File: config.mk
export PLATFORM = sky130hd
export DESIGN_NAME = vscale_hasti_arbiter
export DESIGN_NICKNAME = d
export VERILOG_FILES = /design/src/rtl/vscale_hasti_arbiter_pkg.sv /design/src/rtl/vscale_hasti_req_buf.sv /design/src/rtl/vscale_hasti_arbiter.sv
export SDC_FILE = /design/constraint.sdc
export NUM_CORES = 1
export LEC_CHECK = 0
export ABC_AREA = 0
export CORE_AREA = 2 2 130 132
export CTS_BUF_LIST = sky130_fd_sc_hd__clkbuf_4 sky130_fd_sc_hd__clkbuf_8 sky130_fd_sc_hd__clkbuf_16
export DETAILED_ROUTE_END_ITERATION = 10
export DIE_AREA = 0 0 132 134
export GPL_TIMING_DRIVEN = 0
export MAX_ROUTING_LAYER = met4
export PLACE_DENSITY = 0.75
export SYNTH_ARGS = -nofsm -noshare
export SYNTH_HDL_FRONTEND = slang
export SYNTH_SLANG_ARGS = --single-unit
export TNS_END_PERCENT = 5
File: constraint.sdc
create_clock -name hclk -period 20 [get_ports hclk]
set_input_delay 3 -clock hclk [delete_from_list [all_inputs] [get_ports hclk]]
set_output_delay 3 -clock hclk [all_outputs]
set_load 0.05 [all_outputs]
File: src/rtl/vscale_hasti_arbiter_pkg.sv
// Shared HASTI encodings, request record and helpers for the two-master arbiter.
package vscale_hasti_arbiter_pkg;

  localparam int HASTI_ADDR_WIDTH  = 32;
  localparam int HASTI_BUS_WIDTH   = 32;
  localparam int HASTI_TRANS_WIDTH = 2;
  localparam int HASTI_SIZE_WIDTH  = 3;
  localparam int HASTI_BURST_WIDTH = 3;
  localparam int HASTI_PROT_WIDTH  = 4;
  localparam int HASTI_RESP_WIDTH  = 1;
  localparam int HASTI_MASTER_NUM  = 2;

  localparam logic [HASTI_TRANS_WIDTH-1:0] HASTI_TRANS_IDLE   = 2'd0;
  localparam logic [HASTI_TRANS_WIDTH-1:0] HASTI_TRANS_BUSY   = 2'd1;
  localparam logic [HASTI_TRANS_WIDTH-1:0] HASTI_TRANS_NONSEQ = 2'd2;
  localparam logic [HASTI_TRANS_WIDTH-1:0] HASTI_TRANS_SEQ    = 2'd3;

  localparam logic [HASTI_SIZE_WIDTH-1:0] HASTI_SIZE_BYTE     = 3'd0;
  localparam logic [HASTI_SIZE_WIDTH-1:0] HASTI_SIZE_HALFWORD = 3'd1;
  localparam logic [HASTI_SIZE_WIDTH-1:0] HASTI_SIZE_WORD     = 3'd2;

  localparam logic [HASTI_BURST_WIDTH-1:0] HASTI_BURST_SINGLE = 3'd0;

  localparam logic [HASTI_RESP_WIDTH-1:0] HASTI_RESP_OKAY  = 1'b0;
  localparam logic [HASTI_RESP_WIDTH-1:0] HASTI_RESP_ERROR = 1'b1;

  // Address-phase fields that travel together through the buffer and the slave mux.
  typedef struct packed {
    logic [HASTI_ADDR_WIDTH-1:0]  haddr;
    logic                         hwrite;
    logic [HASTI_SIZE_WIDTH-1:0]  hsize;
    logic [HASTI_BURST_WIDTH-1:0] hburst;
    logic                         hmastlock;
    logic [HASTI_PROT_WIDTH-1:0]  hprot;
  } hasti_req_t;

  // SEQ and BUSY count as requests; only IDLE means no transfer.
  function automatic logic hasti_trans_active(input logic [HASTI_TRANS_WIDTH-1:0] htrans);
    return htrans != HASTI_TRANS_IDLE;
  endfunction

endpackage

File: src/rtl/vscale_hasti_req_buf.sv
// One-entry capture/replay buffer for a single master plus the request mux
// that prefers the buffered request over the master's live bus.
module vscale_hasti_req_buf
  import vscale_hasti_arbiter_pkg::*;
(
  input  logic                         i_clk,
  input  logic                         i_rst,
  input  hasti_req_t                   i_live,
  input  logic [HASTI_TRANS_WIDTH-1:0] i_htrans,
  input  logic                         i_hready,
  input  logic                         i_issue,
  output logic                         o_req_v,
  output hasti_req_t                   o_req,
  output logic                         o_pend_v
);

  logic       r_pend_v;
  hasti_req_t r_req;
  logic       w_live_v;
  logic       w_capture;

  assign w_live_v  = i_hready && hasti_trans_active(i_htrans);
  assign w_capture = !r_pend_v && w_live_v && !i_issue;

  always_ff @(posedge i_clk or posedge i_rst) begin
    if (i_rst) begin
      r_pend_v <= 1'b0;
    end else if (i_issue) begin
      r_pend_v <= 1'b0;
    end else if (w_capture) begin
      r_pend_v <= 1'b1;
    end
  end

  // Payload only matters while r_pend_v is set, so it carries no reset.
  always_ff @(posedge i_clk) begin
    if (w_capture) begin
      r_req <= i_live;
    end
  end

  assign o_req_v  = r_pend_v || w_live_v;
  assign o_req    = r_pend_v ? r_req : i_live;
  assign o_pend_v = r_pend_v;

endmodule

File: src/rtl/vscale_hasti_arbiter.sv
// Two-master to one-slave HASTI arbiter: per-master request buffers, round-robin or
// fixed-priority issue, and a data-phase tracker steering hwdata/hready/hresp.
module vscale_hasti_arbiter
  import vscale_hasti_arbiter_pkg::*;
#(
  parameter logic FIXED_PRIORITY = 1'b0
) (
  input  logic                         hclk,
  input  logic                         reset,
  input  logic [HASTI_ADDR_WIDTH-1:0]  m0_haddr,
  input  logic                         m0_hwrite,
  input  logic [HASTI_SIZE_WIDTH-1:0]  m0_hsize,
  input  logic [HASTI_BURST_WIDTH-1:0] m0_hburst,
  input  logic                         m0_hmastlock,
  input  logic [HASTI_PROT_WIDTH-1:0]  m0_hprot,
  input  logic [HASTI_TRANS_WIDTH-1:0] m0_htrans,
  input  logic [HASTI_BUS_WIDTH-1:0]   m0_hwdata,
  output logic [HASTI_BUS_WIDTH-1:0]   m0_hrdata,
  output logic                         m0_hready,
  output logic [HASTI_RESP_WIDTH-1:0]  m0_hresp,
  input  logic [HASTI_ADDR_WIDTH-1:0]  m1_haddr,
  input  logic                         m1_hwrite,
  input  logic [HASTI_SIZE_WIDTH-1:0]  m1_hsize,
  input  logic [HASTI_BURST_WIDTH-1:0] m1_hburst,
  input  logic                         m1_hmastlock,
  input  logic [HASTI_PROT_WIDTH-1:0]  m1_hprot,
  input  logic [HASTI_TRANS_WIDTH-1:0] m1_htrans,
  input  logic [HASTI_BUS_WIDTH-1:0]   m1_hwdata,
  output logic [HASTI_BUS_WIDTH-1:0]   m1_hrdata,
  output logic                         m1_hready,
  output logic [HASTI_RESP_WIDTH-1:0]  m1_hresp,
  output logic [HASTI_ADDR_WIDTH-1:0]  s_haddr,
  output logic                         s_hwrite,
  output logic [HASTI_SIZE_WIDTH-1:0]  s_hsize,
  output logic [HASTI_BURST_WIDTH-1:0] s_hburst,
  output logic                         s_hmastlock,
  output logic [HASTI_PROT_WIDTH-1:0]  s_hprot,
  output logic [HASTI_TRANS_WIDTH-1:0] s_htrans,
  output logic [HASTI_BUS_WIDTH-1:0]   s_hwdata,
  input  logic [HASTI_BUS_WIDTH-1:0]   s_hrdata,
  input  logic                         s_hready,
  input  logic [HASTI_RESP_WIDTH-1:0]  s_hresp
);

  hasti_req_t                  w_live [HASTI_MASTER_NUM];
  hasti_req_t                  w_req  [HASTI_MASTER_NUM];
  logic [HASTI_MASTER_NUM-1:0] w_req_v;
  logic [HASTI_MASTER_NUM-1:0] w_pend_v;
  logic [HASTI_MASTER_NUM-1:0] w_hready;
  logic [HASTI_MASTER_NUM-1:0] w_own;
  logic [HASTI_MASTER_NUM-1:0] w_issue;
  logic                        w_any;
  logic                        w_gnt;

  logic r_rr;
  logic r_lock_v;
  logic r_lock_gnt;
  logic r_dph_v;
  logic r_dph_own;

  assign w_live[0] = '{haddr: m0_haddr, hwrite: m0_hwrite, hsize: m0_hsize,
                       hburst: m0_hburst, hmastlock: m0_hmastlock, hprot: m0_hprot};
  assign w_live[1] = '{haddr: m1_haddr, hwrite: m1_hwrite, hsize: m1_hsize,
                       hburst: m1_hburst, hmastlock: m1_hmastlock, hprot: m1_hprot};

  vscale_hasti_req_buf u_buf_m0 (
    .i_clk    (hclk),
    .i_rst    (reset),
    .i_live   (w_live[0]),
    .i_htrans (m0_htrans),
    .i_hready (w_hready[0]),
    .i_issue  (w_issue[0]),
    .o_req_v  (w_req_v[0]),
    .o_req    (w_req[0]),
    .o_pend_v (w_pend_v[0])
  );

  vscale_hasti_req_buf u_buf_m1 (
    .i_clk    (hclk),
    .i_rst    (reset),
    .i_live   (w_live[1]),
    .i_htrans (m1_htrans),
    .i_hready (w_hready[1]),
    .i_issue  (w_issue[1]),
    .o_req_v  (w_req_v[1]),
    .o_req    (w_req[1]),
    .o_pend_v (w_pend_v[1])
  );

  assign w_any = |w_req_v;

  // A stalled slave address phase keeps its winner even if the other master appears.
  always_comb begin
    w_gnt = 1'b0;
    if (r_lock_v) begin
      w_gnt = r_lock_gnt;
    end else if (w_req_v[0] && w_req_v[1]) begin
      w_gnt = FIXED_PRIORITY ? 1'b0 : r_rr;
    end else if (w_req_v[1]) begin
      w_gnt = 1'b1;
    end
  end

  assign w_issue[0] = s_hready && w_any && !w_gnt;
  assign w_issue[1] = s_hready && w_any &&  w_gnt;

  always_ff @(posedge hclk or posedge reset) begin
    if (reset) begin
      r_rr       <= 1'b0;
      r_lock_v   <= 1'b0;
      r_lock_gnt <= 1'b0;
      r_dph_v    <= 1'b0;
      r_dph_own  <= 1'b0;
    end else if (s_hready) begin
      r_dph_v   <= w_any;
      r_dph_own <= w_gnt;
      r_lock_v  <= 1'b0;
      if (w_any) begin
        r_rr <= !w_gnt;
      end
    end else begin
      r_lock_v   <= w_any;
      r_lock_gnt <= w_gnt;
    end
  end

  assign s_htrans    = w_any ? HASTI_TRANS_NONSEQ : HASTI_TRANS_IDLE;
  assign s_haddr     = w_req[w_gnt].haddr;
  assign s_hwrite    = w_req[w_gnt].hwrite;
  assign s_hsize     = w_req[w_gnt].hsize;
  assign s_hburst    = w_req[w_gnt].hburst;
  assign s_hmastlock = w_req[w_gnt].hmastlock;
  assign s_hprot     = w_req[w_gnt].hprot;
  assign s_hwdata    = r_dph_own ? m1_hwdata : m0_hwdata;

  // Data-phase owner follows the slave; a master waiting on its buffer is held off.
  assign w_own[0]    = r_dph_v && !r_dph_own;
  assign w_own[1]    = r_dph_v &&  r_dph_own;
  assign w_hready[0] = w_own[0] ? s_hready : !w_pend_v[0];
  assign w_hready[1] = w_own[1] ? s_hready : !w_pend_v[1];

  assign m0_hready = w_hready[0];
  assign m1_hready = w_hready[1];
  assign m0_hresp  = w_own[0] ? s_hresp : HASTI_RESP_OKAY;
  assign m1_hresp  = w_own[1] ? s_hresp : HASTI_RESP_OKAY;
  assign m0_hrdata = s_hrdata;
  assign m1_hrdata = s_hrdata;

endmodule

Yosys cells after proc, flatten, opt, wreduce, memory -nomap -nowiden
Index checks and enable logic that the tools add are counted.
Storage, ports and cells
  output and inout bits: 146
  word-level logic and storage cells: 66
  flip-flop bits (word level): 95
Cells by class
  mux-type cells: 19
  reduce and logical (&&, ||, !) cells: 26
  bitwise operators: 1
  order comparisons: 1
Operators by type and width (number)
  $mux 44: 5
  $mux 32: 1
  $logic_and 1x1->1: 12
  $mux 1: 12
  $reduce_bool 2->1: 4
  $logic_not 1->1: 6
  $ge 2x2->1 const B: 1
  $logic_or 1x1->1: 2
  $mux 2: 1
  $not 1->2: 1
  $reduce_and 2->1: 1
  $reduce_or 2->1: 1

Depth between registers and ports, before layout
Gate-level depths: netlist (run 1).
  word-level depth: 14
  mapped depth: 8
  gate-level depth less buffers: 4

By module
From an unflattened synthesis (run 1), not the netlist that was laid out.
Unflattened totals
  cells, all modules: 381
  area, all modules: 5915.7 µm²
Modules (own cells, without submodules)
  vscale_hasti_req_buf: cells each 100, seq. area each 1346.3 µm², area an instance 2102.0 µm², times used 2
  vscale_hasti_arbiter: cells each 181, seq. area each 125.1 µm², area an instance 1711.6 µm², times used 1

Worst setup path before layout (run 1)
OpenSTA, ideal clock, no wires.
  path kind: input to register
  start: in m1_htrans[1]
  end: reg u_buf_m1.r_req[0] in the netlist's numbering (enable)
  cell stages on the path: 4
  buffers on the path: 0
  arrival: 10601 ps
  library setup time: 681 ps
  slack: 8718 ps
  data required time: 19319 ps
  cell sequence: or2_2 -> a21oi_2 -> o31ai_1 -> a2111oi_0
Between the ends
  cells in the longest elaborated chain, start to end: 9
  elaborated cells between the ends (all ways): 13
  those cells by class: 3 x mux; 10 x reduce/logical
RTL lines
  from (decl): line vscale_hasti_arbiter.sv:27  | input logic [HASTI_TRANS_WIDTH-1:0] m1_htrans,
  $reduce_bool 2->1 *: line vscale_hasti_arbiter_pkg.sv:39  | return htrans != HASTI_TRANS_IDLE;
  $logic_and 1x1->1 *: line vscale_hasti_req_buf.sv:22  | assign w_live_v = i_hready && hasti_trans_active(i_htrans);
  $logic_or 1x1->1: line vscale_hasti_req_buf.sv:42  | assign o_req_v = r_pend_v || w_live_v;
  $mux 1 / $logic_and 1x1->1 (equally long branches): line vscale_hasti_arbiter.sv:99, vscale_hasti_arbiter.sv:97
  $mux 1: line vscale_hasti_arbiter.sv:97  | end else if (w_req_v[0] && w_req_v[1]) begin
  $mux 1: line vscale_hasti_arbiter.sv:95  | if (r_lock_v) begin
  $logic_and 1x1->1: line vscale_hasti_arbiter.sv:105  | assign w_issue[1] = s_hready && w_any && w_gnt;
  $logic_not 1->1: line vscale_hasti_req_buf.sv:23  | assign w_capture = !r_pend_v && w_live_v && !i_issue;
  $logic_and 1x1->1 *: line vscale_hasti_req_buf.sv:23
  via u_buf_m1.w_capture: line vscale_hasti_req_buf.sv:20  | logic w_capture;
  to (signal assigned): line vscale_hasti_req_buf.sv:38  | r_req <= i_live;
  to (decl): line vscale_hasti_req_buf.sv:18  | hasti_req_t r_req;
The timed path passes the listed nets; every way through them passes the cells marked *.
A chain may end at the register's enable or synchronous reset.

Final worst setup path (run 1)
  start: in m1_htrans[1]
  end: out s_haddr[22]
Between the ends
  cells in the longest elaborated chain, start to end: 10
  elaborated cells between the ends (all ways): 11
  those cells by class: 6 x mux; 1 x bitwise; 4 x reduce/logical
RTL lines
  $reduce_bool 2->1 *: line vscale_hasti_arbiter_pkg.sv:39
  $logic_and 1x1->1 *: line vscale_hasti_req_buf.sv:22
  $logic_or 1x1->1 *: line vscale_hasti_req_buf.sv:42
  $mux 1 / $logic_and 1x1->1 (equally long branches): line vscale_hasti_arbiter.sv:99, vscale_hasti_arbiter.sv:97
  $mux 1 *: line vscale_hasti_arbiter.sv:97
  $mux 1 *: line vscale_hasti_arbiter.sv:95
  $not 1->2 (not written as such) *: line vscale_hasti_arbiter.sv:128  | assign s_haddr = w_req[w_gnt].haddr;
  $mux 44 * (3 in a row)
  to (decl): line vscale_hasti_arbiter.sv:32  | output logic [HASTI_ADDR_WIDTH-1:0] s_haddr,
Every way passes the cells marked *; elsewhere a longest branch is shown, timed or not. The select of a mux whose other input is x is not followed.

==> flow_summary.yaml, run 1 <==
cells_and_area:
  layout_common_cells: "304 x clkdlybuf4s50_1, 132 x mux2i_1, 88 x edfxtp_1, 73 x buf_4, 34 x mux2_2"
  final_common_cell: "clkdlybuf4s50_1"
  multiInputGateArea_um2: 1920
  syn_to_final_growth_pct: 70.8
  post-route-util_pct: 56.0
  final_nets: 900
  drive_above_1_share_pct: 19.7
  fillCellCount: 1344
  register_area_um2: 2820
flow_run:
  maxCapViolations: 0
setup_path:
  critical_path_class: "in2out"
  slowest_delay_ns: 0.83
  setup.worst_path.end_class: "output pin"
  rrSetupSlack_ns: 17.14
  path_max_fanout: 10
  critPathLaunchType: "input pin"
  r2r-start: "r_dph_v$_DFFE_PP0P_"
  cpMaxStageDelayCell: "clkdlybuf4s50_1"
  arrival_ns: 5.77
  reg2reg_to: "u_buf_m1.r_req[3]$_DFFE_PP_"
  worst_ep_required_time_ns: 17.00
  crit_start: "m1_htrans[1]"
  cp_cell_sequence: "clkdlybuf4s50_1 > or2_2 > a21oi_2 > o31a_1 > buf_2 > buf_6 > buf_6 > mux2i_1 > clkdlybuf4s50_1"
  reg2reg_depth: 8
placement:
  gp_congestion: 0.987
  hpwl_mm: 15.8
  port_buffers: 304
logic_synthesis:
  yosys.area.top_type: "edfxtp_1"
  synth_top_family_by_area: "multiplexers"
  synth_async_sr_flop_share_pct: 7.37
  synthAdderAreaFrac_pct: 0
  syn_nets: 575
  synth-edff-count: 88
  muxShareOfSynthArea_pct: 31.9
  synth_top_area_share_pct: 49.5
  syn_inst: 383
  synthSimpleGateAreaFrac_pct: 1.76
  ys_warn_count: 0
  synth_ff_type: "edfxtp_1"
  yosysSeqAreaShare_pct: 52.8
  synth-seq-cells: 95
  synth_compound_area_share_pct: 1.78
  syn_avg_cell_area_um2: 13.9
  synth_xor_area_share_pct: 0
  synth_cell_types: 28
  ys_top_cells_by_area: "edfxtp_1 49%, mux2i_1 25%, buf_4 9.6%"
  netlist_area_um2: 5340
clock_network:
  cts_root_buf: "clkbuf_16"
  cts_tree: "yes"
  clk_pin_slew_ns: 0.06
  cts_resized: 0
  clockBufferDepth: 2
  cts_max_level: 3
  cts_made_buffers: 9
  postCtsSetupRepairBufs: 0
  clkSinkCount: 95
  hold_buffers: 0
  clock_latency_ns: 0.33
hold_path:
  whs_endpoint: "r_lock_gnt$_DFFE_PP0N_"
  hp-class: "reg2reg"
  holdCritStartpoint: "r_lock_gnt$_DFFE_PP0N_"
  min_delay_path_depth: 1
sta:
  fmax_mhz: 114
  setup_viol: 0
  timing.final.crit_share_pct: 43.8
  fin_worst_skew_ns: 0.00900
  drv_slew: 0
  worst_pin_slew_ns: 0.828
  max_slew_margin_pct: 44.8
  hold_viol: 0
  min_period_ns: 8.77
  rsz0062_at_grt: "no"
  finalSetupTns_ns: 0
die:
  coreArea_um2: 16300
  initial_utilization_pct: 32.8
  core.rowCount: 47
  dieArea_um2: 17700
  fp.dieH_um: 134
  io_pins: 338
  dieWidth_um: 132
routing:
  drt-total-wl_mm: 19.0
  routedWlPerCell_um: 20.3
  viasPerCell: 4.63
  vias: 4330
  antenna_left: 0
  dr.pass1.iters: 4
  drt-initial-drc-count: 151
  drc: 0
global_routing:
  first_global_vias: 4551
  grt_max_degree: 16
  grt-ovfl-total: 0
  antenna_found_initial: 3
  grt_pass1_wl_mm: 27.1
  track_usage_pct: 21.0
power:
  p_per_area_nw_per_um2: 126
  p_leak_nw: 3.82
  vdd_drop_max_mv: 0.0807
status:
  status: "completed"
## metal layers
metal	track usage (%)	share of wire, %
met4	7.49	2.1
met1	22.0	37
met2	38.0	54
met5	-	0
met3	5.52	6.6
## worst max path at each step
stage | depth (start not counted) | end
2_1_floorplan | 4 | u_buf_m1.r_req[0]$_DFFE_PP_
3_3_place_gp | 5 | u_buf_m1.r_req[43]$_DFFE_PP_
3_5_place_dp | 9 | s_haddr[22]
4_1_cts | 9 | s_haddr[30]
5_1_grt | 9 | s_haddr[22]
6_report | 9 | s_haddr[22]
## flip-flops by register name, indices dropped and copies added (netlist names)
| register | cells |
|---|---|
| r_rr | 1 |
| r_dph_own | 1 |
| u_buf_m0.r_req | 44 |
| u_buf_m1.o_pend_v | 1 |
| u_buf_m0.o_pend_v | 1 |
| r_lock_gnt | 1 |
| r_lock_v | 1 |
| r_dph_v | 1 |
| u_buf_m1.r_req | 44 |
## critical path: cells and delay by family
family	cells	cell delay, ns
AOI/OAI and AO/OA	2	0.43
buffers and inverters	5	1.76
muxes	1	0.24
and+or+nand+nor	1	0.31
## area by class of cell
class / count / area share (%)
repair buffers: 314 / 34.7
flip-flops and latches: 95 / 30.9
multi-input cells: 198 / 21.0
plain buffers: 87 / 6.75
well taps: 220 / 3.02
clock buffers: 9 / 2.47
clock inverters: 6 / 0.932
inverters: 3 / 0.123
diodes: 3 / 0.0823
## stage by stage
stage / hold slack [ns] / worst slack [ns] / cell area, µm² / total power, mW / instances
floorplan: 0.479 / 8.72 / 5340 / 0.742 / 383
global placement: 0.489 / 3.61 / 8660 / 0.964 / 907
detailed placement: 0.505 / 11.23 / 8810 / 0.974 / 917
CTS: 0.521 / 11.22 / 9120 / 1.16 / 932
global route: 0.548 / 11.04 / 9130 / 1.19 / 935
finish: 0.516 / 11.23 / 9130 / 1.15 / 935
## cells in the mapped netlist, types with 2 or more instances
library cell	n
buf_4	68
nor3_1	2
mux2_2	34
edfxtp_1	88
dfrtp_1	7
inv_1	3
or2_2	2
nand2_1	4
buf_6	4
nor2_1	5
buf_2	3
clkbuf_1	8
mux2i_1	132
buf_1	4
a21oi_1	6
## where the power goes
group	leakage (nW)	switching (mW)	internal [mW]	total [mW]
Combinational	2.77	0.429	0.268	0.697
Sequential	0.892	0.0109	0.259	0.270
Clock	0.151	0.0713	0.109	0.180
Total	3.82	0.511	0.636	1.15
## cells by family (layout without fill, tap and decap cells)
family	count (synthesis)	count (layout)
and+or+nand+nor	17	17
other	1	4
DFF	95	95
muxes	166	166
AOI/OAI and AO/OA	14	14
buffers and inverters	90	419
Power figures use the tool's default switching activity.
==> run 2, diff against run 1 <==
--- a/config.mk
+++ b/config.mk
@@ -6,10 +6,10 @@
 export NUM_CORES = 1
 export LEC_CHECK = 0
 export ABC_AREA = 0
-export CORE_AREA = 2 2 130 132
+export CORE_AREA = 2 2 133 135
 export CTS_BUF_LIST = sky130_fd_sc_hd__clkbuf_4 sky130_fd_sc_hd__clkbuf_8 sky130_fd_sc_hd__clkbuf_16
 export DETAILED_ROUTE_END_ITERATION = 10
-export DIE_AREA = 0 0 132 134
+export DIE_AREA = 0 0 135 137
 export GPL_TIMING_DRIVEN = 0
 export MAX_ROUTING_LAYER = met4
 export PLACE_DENSITY = 0.75
==> constraint.sdc (replaced) <==
create_clock -name hclk -period 7.7 [get_ports hclk]
set_input_delay 1.155 -clock hclk [delete_from_list [all_inputs] [get_ports hclk]]
set_output_delay 1.155 -clock hclk [all_outputs]
set_load 0.05 [all_outputs]
==> flow_summary.yaml, run 2 (synthesized netlist as in run 1, its figures left out) <==
routing:
  routedWlPerCell_um: 17.7
  drt-total-wl_mm: 16.6
  drt-initial-drc-count: 135
  drc: 0
  dr.pass1.iters: 4
  vias: 4325
  antenna_left: 0
  viasPerCell: 4.61
clock_network:
  postCtsSetupRepairBufs: 0
  cts_max_level: 3
  cts_tree: "yes"
  hold_buffers: 0
  cts_resized: 0
  cts_root_buf: "clkbuf_16"
  cts_made_buffers: 9
  clkSinkCount: 95
  clock_latency_ns: 0.35
  clk_pin_slew_ns: 0.06
  clockBufferDepth: 2
global_routing:
  first_global_vias: 4520
  grt_max_degree: 17
  grt_pass1_wl_mm: 25.0
  antenna_found_initial: 0
  track_usage_pct: 18.1
  grt-ovfl-total: 0
die:
  dieWidth_um: 135
  initial_utilization_pct: 31.3
  core.rowCount: 48
  io_pins: 338
  fp.dieH_um: 137
  dieArea_um2: 18500
  coreArea_um2: 17100
placement:
  placed_area_um2: 8780
  placed_cells: 922
  port_buffers: 304
  hpwl_mm: 13.4
  gp_congestion: 0.900
cells_and_area:
  final_cell_area_um2: 9120
  n_antenna_cell: 0
  syn_to_final_growth_pct: 70.8
  final_common_cell: "clkdlybuf4s50_1"
  top_regs: "u_buf_m0.r_req x44, u_buf_m1.r_req x44"
  post-route-util_pct: 53.5
  final_cells: 938
  fillCellCount: 1440
  drive_above_1_share_pct: 19.9
  layout_common_cells: "304 x clkdlybuf4s50_1, 132 x mux2i_1, 88 x edfxtp_1, 74 x buf_4, 34 x mux2_2"
  final_nets: 900
setup_path:
  critPathLaunchType: "input pin"
  critical_path_class: "in2out"
  setup.worst_path.end_class: "output pin"
  arrival_ns: 3.98
  path_max_fanout: 10
  worst_ep_required_time_ns: 6.55
sta:
  finalSetupTns_ns: 0
  rsz0062_at_grt: "no"
  setup_viol: 0
  hold_viol: 0
  fin_worst_skew_ns: 0.00640
  min_period_ns: 5.13
  timing.final.crit_share_pct: 66.7
  drv_slew: 0
  fmax_mhz: 195
  max_slew_margin_pct: 36.6
  worst_pin_slew_ns: 0.951
power:
  finalPower_mw: 3.01
  vdd_drop_max_mv: 0.270
  p_leak_nw: 3.82
  p_per_area_nw_per_um2: 330
hold_path:
  hp-class: "reg2reg"
status:
  status: "completed"
flow_run:
  maxCapViolations: 0
-- run 2: stage by stage --
step | hold WS [ns] | setup slack [ns]
CTS | 0.533 | 2.56
finish | 0.529 | 2.57
global placement | 0.490 | -3.45
detailed placement | 0.519 | 2.56
floorplan | 0.479 | 0.403
global route | 0.546 | 2.39
-- run 2: layer usage --
layer	GRT usage, %	part of all wire (%)	vias to the layer above
li1	-	-	2006
met1	20.4	38	2099
met2	31.7	52	196
met3	4.59	7.1	24
met4	5.90	2.1	0
met5	-	0	-
-- run 2: worst paths after layout --
check | slack (ns) | cells after the start | start | end
worst min register to register | 0.53 | 1 | r_lock_gnt$_DFFE_PP0N_ | r_lock_gnt$_DFFE_PP0N_
worst max-delay path | 2.57 | 9 | m1_htrans[1] | s_haddr[13]
min in group asynchronous | 1.04 | 2 | reset | r_dph_v$_DFFE_PP0P_
worst min-delay path | 0.53 | 1 | r_lock_gnt$_DFFE_PP0N_ | r_lock_gnt$_DFFE_PP0N_
worst max register to register | 4.85 | 7 | r_dph_own$_DFFE_PP0P_ | u_buf_m0.r_req[43]$_DFFE_PP_
max in group asynchronous | 6.45 | 2 | reset | r_lock_v$_DFF_PP0_
-- run 2: worst max-delay path, stage by stage --
cell and delay (ns):
clkdlybuf4s50_1 0.42, or2_2 0.31, a21oi_2 0.27, o31a_1 0.23
buf_2 0.15, buf_6 0.19, buf_6 0.20, mux2i_1 0.22
clkdlybuf4s50_1 0.83
-- run 2: cell type report --
class / instances / area (µm²) / area share, %
Timing Repair Buffer: 314 / 3130 / 34.4
Sequential cell: 95 / 2820 / 30.9
Buffer: 87 / 616 / 6.75
Multi-Input combinational cell: 198 / 1920 / 21.1
Clock buffer: 10 / 233 / 2.55
Inverter: 3 / 11.3 / 0.123
Clock inverter: 6 / 108 / 1.18
Tap cell: 225 / 282 / 3.09
-- run 2: report_power, final --
| group | leakage, nW | switching [mW] | internal (mW) |
|---|---|---|---|
| logic | 2.76 | 1.12 | 0.688 |
| clock network | 0.168 | 0.188 | 0.320 |
| registers | 0.892 | 0.0287 | 0.673 |
